File: src/rtl/voice_mixer_pkg.sv
// voice_mixer_pkg: shared FSM state type, accumulator sizing and output reduction.
// Contents: state_e (IDLE/ISSUE/WAIT/ACC/OUT), acc_width(), reduce_acc().
// Build option: VOICE_MIXER_SAT_EN selects saturating instead of wrapping reduction.
package voice_mixer_pkg;
  typedef enum logic [2:0] {IDLE, ISSUE, WAIT, ACC, OUT} state_e;
  localparam int MAX_W = 128;
  typedef logic signed [MAX_W-1:0] wide_t;
  // Signed accumulator holds NUM_VOICES full-scale magnitudes of either sign.
  function automatic int acc_width(int cw, int nv);
    return cw + $clog2(nv) + 1;
  endfunction
  // Result is meaningful in its low cw bits.
  function automatic wide_t reduce_acc(wide_t a, int cw);
`ifdef VOICE_MIXER_SAT_EN
    wide_t hi, lo;
    hi = (wide_t'(1) <<< (cw - 1)) - wide_t'(1);
    lo = -(wide_t'(1) <<< (cw - 1));
    return a > hi ? hi : (a < lo ? lo : a);
`else
    return (a <<< (MAX_W - cw)) >>> (MAX_W - cw);
`endif
  endfunction
endpackage

File: src/rtl/voice_mixer_if.sv
// voice_mixer_if: handshake bundle between voice_mixer and the sequential multiplier.
// Signals: a, b (operands), trigger (start), ready (idle), done (result pulse), y (product).
// Modports: master = mixer side, slave = multiplier side.
interface voice_mixer_if #(parameter int C_WIDTH = 32);
  logic [C_WIDTH-1:0] a, b, y;
  logic trigger, ready, done;
  modport master (output a, b, trigger, input ready, done, y);
  modport slave (input a, b, trigger, output ready, done, y);
endinterface

File: src/rtl/voice_mixer_accumulator.sv
// mix_accumulator: signed accumulator of unsigned product magnitudes with final reduction.
// Ports: clk, rst_n (async active-low), clr_i (zero), add_i (accumulate), neg_i (subtract),
//        mag_i (product magnitude), next_mix_o (reduced value of the next accumulator state).
// Build option: VOICE_MIXER_SAT_EN clamps instead of wrapping (see reduce_acc).
module mix_accumulator
  import voice_mixer_pkg::*;
#(
  parameter int C_WIDTH    = 32,
  parameter int NUM_VOICES = 8
) (
  input  logic               clk,
  input  logic               rst_n,
  input  logic               clr_i,
  input  logic               add_i,
  input  logic               neg_i,
  input  logic [C_WIDTH-1:0] mag_i,
  output logic [C_WIDTH-1:0] next_mix_o
);
  localparam int AW = acc_width(C_WIDTH, NUM_VOICES);
  logic signed [AW-1:0] acc_q, acc_d, mag_x;
  wide_t wide_d;
  assign mag_x = $signed({{(AW-C_WIDTH){1'b0}}, mag_i});
  assign acc_d = clr_i ? '0 : !add_i ? acc_q : neg_i ? acc_q - mag_x : acc_q + mag_x;
  assign wide_d = acc_d;
  assign next_mix_o = C_WIDTH'(reduce_acc(wide_d, C_WIDTH));
  always_ff @(posedge clk or negedge rst_n)
    if (!rst_n) acc_q <= '0;
    else acc_q <= acc_d;
endmodule

File: src/rtl/voice_mixer.sv
// voice_mixer: gain-scaled sum of NUM_VOICES signed samples via a shared unsigned multiplier.
// Ports: ctl_clk, reset (async active-low), frame_valid/voice_sample/voice_gain (frame in),
//        mul (voice_mixer_if master: handshake to multiplier), mix_out/mix_valid (result),
//        busy (frame in progress), overrun (sticky: frame dropped while busy).
// Build option: VOICE_MIXER_SAT_EN saturates the mixed sample instead of wrapping.
module voice_mixer
  import voice_mixer_pkg::*;
#(
  parameter int C_WIDTH     = 32,
  parameter int FIXED_POINT = 8,
  parameter int NUM_VOICES  = 8
) (
  input  logic                          ctl_clk,
  input  logic                          reset,
  input  logic                          frame_valid,
  input  logic [NUM_VOICES*C_WIDTH-1:0] voice_sample,
  input  logic [NUM_VOICES*C_WIDTH-1:0] voice_gain,
  voice_mixer_if.master                 mul,
  output logic [C_WIDTH-1:0]            mix_out,
  output logic                          mix_valid,
  output logic                          busy,
  output logic                          overrun
);
  localparam int IW = $clog2(NUM_VOICES);
  typedef logic [NUM_VOICES-1:0][C_WIDTH-1:0] vec_t;
  if (NUM_VOICES < 2 || FIXED_POINT >= C_WIDTH) begin : g_bad_cfg
    $error("voice_mixer: unsupported parameters");
  end
  state_e state_q, state_d;
  logic [IW-1:0] idx_q, idx_d;
  vec_t samp_q, samp_d, gain_q, gain_d, samp_in, gain_in;
  logic [C_WIDTH-1:0] mul_a_q, mul_a_d, mul_b_q, mul_b_d, prod_q, prod_d, mix_out_q, mix_out_d;
  logic [C_WIDTH-1:0] nsamp, acc_mix;
  logic neg_q, neg_d, mix_valid_q, mix_valid_d, overrun_q, overrun_d;
  logic accept, last, step, load;
  assign samp_in = voice_sample;
  assign gain_in = voice_gain;
  always_comb begin
    accept = state_q == IDLE && frame_valid;
    last = idx_q == IW'(NUM_VOICES - 1);
    step = state_q == ACC && !last;
    load = accept || step;
    idx_d = accept ? '0 : step ? idx_q + 1'b1 : idx_q;
    samp_d = accept ? samp_in : samp_q;
    gain_d = accept ? gain_in : gain_q;
    // Operands for the voice about to be issued; sign is reapplied after the multiply.
    nsamp = samp_d[idx_d];
    mul_a_d = load ? (nsamp[C_WIDTH-1] ? -nsamp : nsamp) : mul_a_q;
    mul_b_d = load ? gain_d[idx_d] : mul_b_q;
    prod_d = state_q == WAIT && mul.done ? mul.y : prod_q;
    neg_d = state_q == WAIT && mul.done ? samp_q[idx_q][C_WIDTH-1] : neg_q;
    // Result registers load at the end of the last ACC so mix_valid is seen during OUT.
    mix_valid_d = state_q == ACC && last;
    mix_out_d = mix_valid_d ? acc_mix : mix_out_q;
    overrun_d = frame_valid ? state_q != IDLE : overrun_q;
    state_d = state_q;
    unique case (state_q)
      IDLE:    state_d = frame_valid ? ISSUE : IDLE;
      ISSUE:   state_d = mul.ready ? WAIT : ISSUE;
      WAIT:    state_d = mul.done ? ACC : WAIT;
      ACC:     state_d = last ? OUT : ISSUE;
      OUT:     state_d = IDLE;
      default: state_d = IDLE;
    endcase
  end
  always_ff @(posedge ctl_clk or negedge reset)
    if (!reset) begin
      state_q <= IDLE;
      idx_q <= '0;
      samp_q <= '0;
      gain_q <= '0;
      mul_a_q <= '0;
      mul_b_q <= '0;
      prod_q <= '0;
      neg_q <= 1'b0;
      mix_out_q <= '0;
      mix_valid_q <= 1'b0;
      overrun_q <= 1'b0;
    end else begin
      state_q <= state_d;
      idx_q <= idx_d;
      samp_q <= samp_d;
      gain_q <= gain_d;
      mul_a_q <= mul_a_d;
      mul_b_q <= mul_b_d;
      prod_q <= prod_d;
      neg_q <= neg_d;
      mix_out_q <= mix_out_d;
      mix_valid_q <= mix_valid_d;
      overrun_q <= overrun_d;
    end
  mix_accumulator #(.C_WIDTH(C_WIDTH), .NUM_VOICES(NUM_VOICES)) u_acc (
    .clk       (ctl_clk),
    .rst_n     (reset),
    .clr_i     (accept),
    .add_i     (state_q == ACC),
    .neg_i     (neg_q),
    .mag_i     (prod_q),
    .next_mix_o(acc_mix)
  );
  // Trigger only while the multiplier reports idle; it drops at once on reset.
  assign mul.trigger = state_q == ISSUE && mul.ready;
  assign mul.a = mul_a_q;
  assign mul.b = mul_b_q;
  assign mix_out = mix_out_q;
  assign mix_valid = mix_valid_q;
  assign busy = state_q != IDLE;
  assign overrun = overrun_q;
endmodule
File: src/flat_wrapper.sv
// flat-port wrapper written by rule: the top's interface ports become plain ports
module voice_mixer_flat import voice_mixer_pkg::*;
#(
  parameter int C_WIDTH     = 32,
  parameter int FIXED_POINT = 8,
  parameter int NUM_VOICES  = 8
)
  (ctl_clk, reset, frame_valid, voice_sample, voice_gain, mix_out, mix_valid, busy, overrun, mul_a, mul_b, mul_trigger, mul_ready, mul_done, mul_y);
  voice_mixer_if #(.C_WIDTH(C_WIDTH)) mul_i ();
  input  logic ctl_clk;
  input  logic reset;
  input  logic frame_valid;
  input  logic [NUM_VOICES*C_WIDTH-1:0] voice_sample;
  input  logic [NUM_VOICES*C_WIDTH-1:0] voice_gain;
  output logic [C_WIDTH-1:0] mix_out;
  output logic mix_valid;
  output logic busy;
  output logic overrun;
  output wire logic [$bits(mul_i.a)-1:0] mul_a;
  output wire logic [$bits(mul_i.b)-1:0] mul_b;
  output wire logic [$bits(mul_i.trigger)-1:0] mul_trigger;
  input wire logic [$bits(mul_i.ready)-1:0] mul_ready;
  input wire logic [$bits(mul_i.done)-1:0] mul_done;
  input wire logic [$bits(mul_i.y)-1:0] mul_y;
  assign mul_a = mul_i.a;
  assign mul_b = mul_i.b;
  assign mul_trigger = mul_i.trigger;
  assign mul_i.ready = mul_ready;
  assign mul_i.done = mul_done;
  assign mul_i.y = mul_y;
  voice_mixer #(.C_WIDTH(C_WIDTH), .FIXED_POINT(FIXED_POINT), .NUM_VOICES(NUM_VOICES)) u_core (.ctl_clk(ctl_clk), .reset(reset), .frame_valid(frame_valid), .voice_sample(voice_sample), .voice_gain(voice_gain), .mul(mul_i), .mix_out(mix_out), .mix_valid(mix_valid), .busy(busy), .overrun(overrun));
endmodule
File: config.mk
export PLATFORM = sky130hd
export DESIGN_NAME = voice_mixer_flat
export DESIGN_NICKNAME = d
export VERILOG_FILES = /design/src/rtl/voice_mixer_pkg.sv /design/src/rtl/voice_mixer_if.sv /design/src/rtl/voice_mixer_accumulator.sv /design/src/rtl/voice_mixer.sv /design/src/flat_wrapper.sv
export SDC_FILE = /design/constraint.sdc
export NUM_CORES = 2
export LEC_CHECK = 0
export ABC_AREA = 1
export BUFFER_PORTS_ARGS = -buffer_cell sky130_fd_sc_hd__buf_2
export CAP_MARGIN = 10
export CORE_MARGIN = 3
export CORE_UTILIZATION = 35
export CTS_BUF_LIST = sky130_fd_sc_hd__clkbuf_2 sky130_fd_sc_hd__clkbuf_4 sky130_fd_sc_hd__clkbuf_8
export DETAILED_ROUTE_END_ITERATION = 8
export GPL_TIMING_DRIVEN = 0
export MAX_ROUTING_LAYER = met4
export REMOVE_ABC_BUFFERS = 1
export SYNTH_ARGS = -nofsm -noshare
export SYNTH_HDL_FRONTEND = slang
export SYNTH_SLANG_ARGS = --single-unit
File: constraint.sdc
create_clock -name ctl_clk -period 6 [get_ports ctl_clk]
set_input_delay 1.2 -clock ctl_clk [delete_from_list [all_inputs] [get_ports ctl_clk]]
set_output_delay 1.2 -clock ctl_clk [all_outputs]
set_load 0.02 [all_outputs]
Word-level counts from Yosys, hierarchy flattened:

Cells that the tools add are included.

* register bits: 685
* latch bits: 0
* bits in writable memories: 0
* bits in read-only memories: 0
* input bits: 549
* output and inout port bits: 100
* memories kept: 0

* add/subtract/negate cells: 4
* multipliers: 0
* div/mod/pow operators: 0
* magnitude comparators: 2
* eq/ne operators: 4
* shift-type cells: 0
* muxes and demuxes: 19
* bitwise gates (word level): 0
* reduce and logical (&&, ||, !) cells: 10

Operators by type and width (count)
* $mux W256: 2
* $bmux W32 S3: 3
* $mux W32: 4
* $mux W36: 3
* $add A36 B32 Y36: 1
* $sub A36 B32 Y36: 1
* $neg A32 Y32: 1
* $pmux W3 S4: 1
* $mux W3: 3
* $lt A3 B4 Y1 const B: 2
* $eq A3 B2 Y1 const B: 2
* $logic_and A1 B1 Y1: 5
* $add A3 B1 Y3 const B: 1
* $eq A3 B1 Y1 const B: 1
* $eq A3 B3 Y1 const B: 1
* $logic_not A3 Y1: 1
* $reduce_bool A3 Y1: 1
* $mux W1: 2
* $mux W2: 1
* $reduce_bool A2 Y1: 1
* $logic_not A1 Y1: 1
* $logic_or A1 B1 Y1: 1

Logic depth before layout (Yosys ltp):

* depth in word-level cells: 9
* mapped depth: 25

By module:

A second synthesis with hierarchy kept.

* cells, all modules: 4828
* area, all modules: 35818.1 µm²

By module, submodules not included
* voice_mixer: instances 1, cells an instance 4142, area an instance 31606.6 µm², seq. area each 16240.6 µm²
* mix_accumulator: instances 1, cells an instance 686, area an instance 4211.5 µm², seq. area each 800.8 µm²

Worst setup path after synthesis:

OpenSTA, ideal clock, no wires.

* path type: register to register
* from: register u_core.prod_q[0]
* to: register u_core.u_acc.acc_q[31]
* setup time: 0.120 ns
* data arrival time: 3.399 ns
* data required time: 5.880 ns
* path slack: 2.482 ns
* cell stages (with the launch flop): 22
* buffers on the path: 0
* cells stage by stage: dfrtp_1 > inv_1 > ha_1 > nand3_1 > nor3_1 > inv_1 > nor2_1 > nand3_1 > nor4_1 > nand3_1 > o21ai_0 > o21ai_0 > xnor2_1 > ha_1 > a21o_1 > a21oi_1 > o21bai_1 > a21oi_1 > o21ai_0 > o21ai_0 > nand4_1 > and3_1

* longest elaborated chain between the ends: 4

Ends and longest elaborated chain
* start: declaration: line voice_mixer.sv:32 `logic [C_WIDTH-1:0] mul_a_q, mul_a_d, mul_b_q, mul_b_d, prod_q, prod_d, mix_out_q, mix_out_d;`
* start signal: assignment: line voice_mixer.sv:86 `prod_q <= prod_d;`
* $add A36 B32 Y36 / $sub A36 B32 Y36 (equally long branches): line voice_mixer_accumulator.sv:23 `assign acc_d = clr_i ? '0 : !add_i ? acc_q : neg_i ? acc_q - mag_x : acc_q + mag_x;`
* $mux W36 * (3 in series): line voice_mixer_accumulator.sv:23
* via u_core.acc_mix[31]: line voice_mixer.sv:33 `logic [C_WIDTH-1:0] nsamp, acc_mix;`
* end signal: assignment: line voice_mixer_accumulator.sv:27 `if (!rst_n) acc_q <= '0;`
* end signal: assignment: line voice_mixer_accumulator.sv:28 `else acc_q <= acc_d;`
* end: declaration: line voice_mixer_accumulator.sv:20 `logic signed [AW-1:0] acc_q, acc_d, mag_x;`

Mark *: on every way through the listed nets, which the timed path passes. The rest lies on a longest branch. The select of a mux whose other input is x is not followed.
A chain may end at the register's enable or synchronous reset.

Final worst setup path:

* from: register u_core.state_q[2]
* to: register u_core.mul_a_q[23] (netlist: u_core.mul.a[23])

* longest elaborated chain between the ends: 8

Ends and longest elaborated chain
* start: declaration: line voice_mixer.sv:29 `state_e state_q, state_d;`
* start signal: assignment: line voice_mixer.sv:80 `state_q <= state_d;`
* $eq A3 B2 Y1: line voice_mixer.sv:41 `step = state_q == ACC && !last;`
* $logic_and A1 B1 Y1: line voice_mixer.sv:41
* $mux W3 (2 in series): line voice_mixer.sv:43 `idx_d = accept ? '0 : step ? idx_q + 1'b1 : idx_q;`
* $bmux W32 S3: line voice_mixer.sv:47 `nsamp = samp_d[idx_d];`
* $mux W32 (not written as such): line voice_mixer.sv:47
* $neg A32 Y32: line voice_mixer.sv:48 `mul_a_d = load ? (nsamp[C_WIDTH-1] ? -nsamp : nsamp) : mul_a_q;`
* $mux W32: line voice_mixer.sv:48
* end signal: assignment: line voice_mixer.sv:84 `mul_a_q <= mul_a_d;`
* end: declaration: line voice_mixer.sv:32

Parallel ways exist; a longest one is shown, timed or not. The select of a mux whose other input is x is not followed.

==> flow_summary.yaml <==
routing:
  drt_iter0_drc: 2037
  routed-via-count: 31912
  drtPass1Iterations: 5
  viasPerCell: 4.750
  finalWirelength_um: 119500
  wl_per_cell_um: 17.78
  drt.antenna.violating_nets: 0
  route.detailed.drc: 0
sta:
  worst_slack_ns: 0.9087
  slew_headroom: 0.3746
  fin_crit_ns: 5.091
  timing_hold_violations_final: 0
  fin_skew_ns: 0.03147
  rsz0062_at_grt: "false"
  tightest_slew_ns: 0.9346
  holdWs_ns: 0.4103
  period_share: 0.8485
  finalSetupViolations: 0
  max_clock_freq_mhz: 196.4
  slew_violations: 0
pwr:
  peakVddDrop_v: 0.0003563
  power_leakage_nw: 22.86
  powerDensity_nw_per_um2: 650.8
worst_setup_path:
  r2r-start: "u_core.state_q[2]"
  cpMostUsedCell: "nand2_1"
  startpoint: "u_core.state_q[2]"
  end_kind: "flip-flop"
  worst_ep_arrival_time_ns: 5.79
  crit_path_max_fanout: 72
  critPathLaunchType: "flip-flop"
  crit_chain: "nor2_4 -> nand3_4 -> buf_12 -> nand3_4 -> buf_16 -> buf_16 -> buf_12 -> buf_12 -> nand2_1 -> nand3_1 -> nand3_1 -> nand2_1 -> nand2_1 -> nor2_1 -> nand2_2 -> nor2_1 -> nand3_1 -> nand2_1 -> nand2_1 -> nand3_1 -> nand2_1"
  criticalPathCategory: "reg2reg"
  required_ns: 6.70
  crit_path_top_delay_cell: "dfrtp_1"
  slowest_delay_ns: 0.48
grt:
  grt_first_pass_wirelength_um: 180300
  grt_util_all_layers: 0.2293
  grt_max_degree: 114
  antenna_found_initial: 71
  overflow: 0
  grt_pass1_vias: 31108
yosys:
  ys_seq_area_frac: 0.4824
  syn_area_sq_um: 35330
  ys_warn_count: 0
  ys_seq_elements: 681
  synth-edff-count: 0
  yosysUniqueCellTypes: 45
  async_flop_share: 1.000
  avgSynthCellArea_sq_um: 7.526
  ys.flop_type: "dfrtp_1"
  syn_inst: 4694
clock_tree:
  cts_max_level: 4
  clk_latency_ns: 0.82
  cts_hold_buf: 0
  cts_tree: "yes"
  post_cts_buffers: 0
  cts_resized: 0
  ctsRootBufferMaster: "clkbuf_8"
  cts.sinks: 681
  clock_path_buffers: 3
  cts_buffers: 132
  path_clk_slew_ns: 0.06
layout:
  area_delta_synth_final_pct: 21.91
  drive_gt1_frac: 0.2082
  final_nets: 5852
status:
  outcome: "finished, final reports clean"
die:
  rows: 115
  pin_count: 649
  fp.dieW_um: 323.7
  die_h_um: 323.7
  dieArea_sq_um: 104800
  initial_utilization: 0.3558
  coreArea_sq_um: 99280
run:
  drv_cap: 0
min_path:
  hp-class: "in2async"
place:
  globalplace.congestion: 0.8728
  dpl.hpwl_um: 83000
  preCtsSetupSlack_ns: 0.3098
  numPortBuffers: 648
critical path: cells and delay by family, from the launching register on:
kind,cells,cell delay [ns]
and+or+nand+nor,16,2.81
buffers and inverters,5,1.47
DFF,1,0.48
per-stage QoR:
| step | instances | setup TNS [ns] | util | instance area (sq um) | power [W] |
|---|---|---|---|---|---|
| after detailed placement | 6420 | 0 | 0.4036 | 40070 | 0.02300 |
| after floorplan | 4440 | -396.00 | - | 34070 | 0.01802 |
| after global placement | 6375 | - | 0.3920 | 38920 | 0.02304 |
| after global routing | 6713 | 0 | 0.4336 | 43050 | 0.03069 |
| final | 6719 | 0 | 0.4338 | 43070 | 0.02803 |
| after CTS | 6647 | 0 | 0.4319 | 42880 | 0.02825 |
power breakdown:
group          switching (W)  total (W)  internal (W)
logic                 0.0104     0.0155       0.00507
clock network        0.00216    0.00505       0.00290
registers           0.000730    0.00745       0.00672
total                 0.0133     0.0280        0.0147
cell families (layout without fill, tap and decap cells):
kind of cell               count (synthesis)  after routing  share of synthesized area
AOI/OAI and AO/OA                        926            926                     0.1368
xor gates and xnor gates                  46             46                    0.01141
adders and majority gates                 36             36                    0.01296
buffers and inverters                   1033           1699                     0.1184
DFF                                      681            681                     0.4824
muxes                                      4              4                   0.001133
other                                      0             72                          0
and+or+nand+nor                         1968           1968                     0.2368
cells in the mapped netlist (all sizes together) (4+ instances only):
| cell | instances | area (sq um) |
|---|---|---|
| clkbuf | 111 | 416.7 |
| buf | 143 | 843.3 |
| or2 | 153 | 957.2 |
| nand3 | 266 | 1374 |
| dfrtp | 681 | 17040 |
| a21oi | 191 | 963.4 |
| mux2i | 4 | 40.04 |
| a31oi | 10 | 62.56 |
| nor4 | 5 | 31.28 |
| o211ai | 10 | 75.07 |
| a21o | 5 | 37.54 |
| nand4 | 21 | 131.4 |
| nor2 | 108 | 464.2 |
| o21ai | 668 | 3373 |
| ha | 35 | 437.9 |
| xnor2 | 13 | 113.9 |
| nor3 | 43 | 215.2 |
| xor2 | 33 | 289.0 |
| nand2 | 1368 | 5165 |
| o31ai | 34 | 255.2 |
| inv | 778 | 2920 |
metal layers:
layer | vias to the layer above | GRT usage | wire length, um
met4 | 0 | 0.08409 | 3379
li1 | 15921 | - | -
met1 | 14916 | 0.2806 | 51150
met3 | 205 | 0.06807 | 8746
met2 | 870 | 0.3592 | 56190
met5 | - | - | 0
flip-flops by register name, indices dropped and copies added, names as in the netlist:
register and flops:
u_core.mix_out 32, u_core.overrun 1, u_core.idx_q 3, u_core.u_acc.acc_q 32
u_core.mul.a 32, u_core.state_q 3, u_core.prod_q 32, u_core.mul.b 32
u_core.gain_q 256, u_core.mix_valid 1, u_core.samp_q 256, u_core.neg_q 1
worst paths after layout:
path | slack [ns] | cells past startpoint | end
hold / removal | 0.41 | 1 | u_core.samp_q[105]
setup / recovery | 0.91 | 21 | u_core.mul.a[23]
max in group asynchronous | 3.56 | 4 | u_core.gain_q[115]
hold reg to reg | 0.47 | 2 | u_core.gain_q[234]
min in group ctl_clk | 0.47 | 2 | u_core.gain_q[234]
setup reg to reg | 0.91 | 21 | u_core.mul.a[23]
cells in the final DEF (no fill, tap or decap), types with 3 or more instances in the layout:
| master | count |
|---|---|
| a21o_1 | 5 |
| a21oi_1 | 189 |
| a31oi_1 | 10 |
| buf_12 | 18 |
| buf_16 | 27 |
| buf_2 | 647 |
| bufinv_16 | 6 |
| clkbuf_4 | 45 |
| clkbuf_8 | 155 |
| clkinv_2 | 9 |
| dfrtp_1 | 681 |
| diode_2 | 72 |
| ha_1 | 35 |
| inv_1 | 771 |
| inv_2 | 3 |
| inv_6 | 8 |
| inv_8 | 4 |
| mux2i_1 | 4 |
| nand2_1 | 1357 |
| nand2_2 | 9 |
| nand3_1 | 262 |
| nand3_4 | 3 |
| nand4_1 | 21 |
| nor2_1 | 98 |
| nor2_2 | 4 |
| nor2_4 | 5 |
| nor3_1 | 43 |
| nor4_1 | 5 |
| o211ai_1 | 10 |
| o21ai_0 | 623 |
| o21ai_1 | 37 |
| o21ai_2 | 7 |
| o31ai_1 | 34 |
| or2_2 | 153 |
| xnor2_1 | 13 |
| xor2_1 | 33 |
area by class of cell:
| type | instances | area, sq um |
|---|---|---|
| fill | 10185 | 56220 |
| sequential | 681 | 17040 |
| multi-input combinational | 2980 | 14120 |
| timing repair buffer | 693 | 4357 |
| inverter | 779 | 2939 |
| clock buffer | 200 | 2471 |
| tap | 1287 | 1610 |
| clock inverter | 27 | 346.6 |
| antenna | 72 | 180.2 |
No activity file was read; power rests on OpenSTA's default activity.
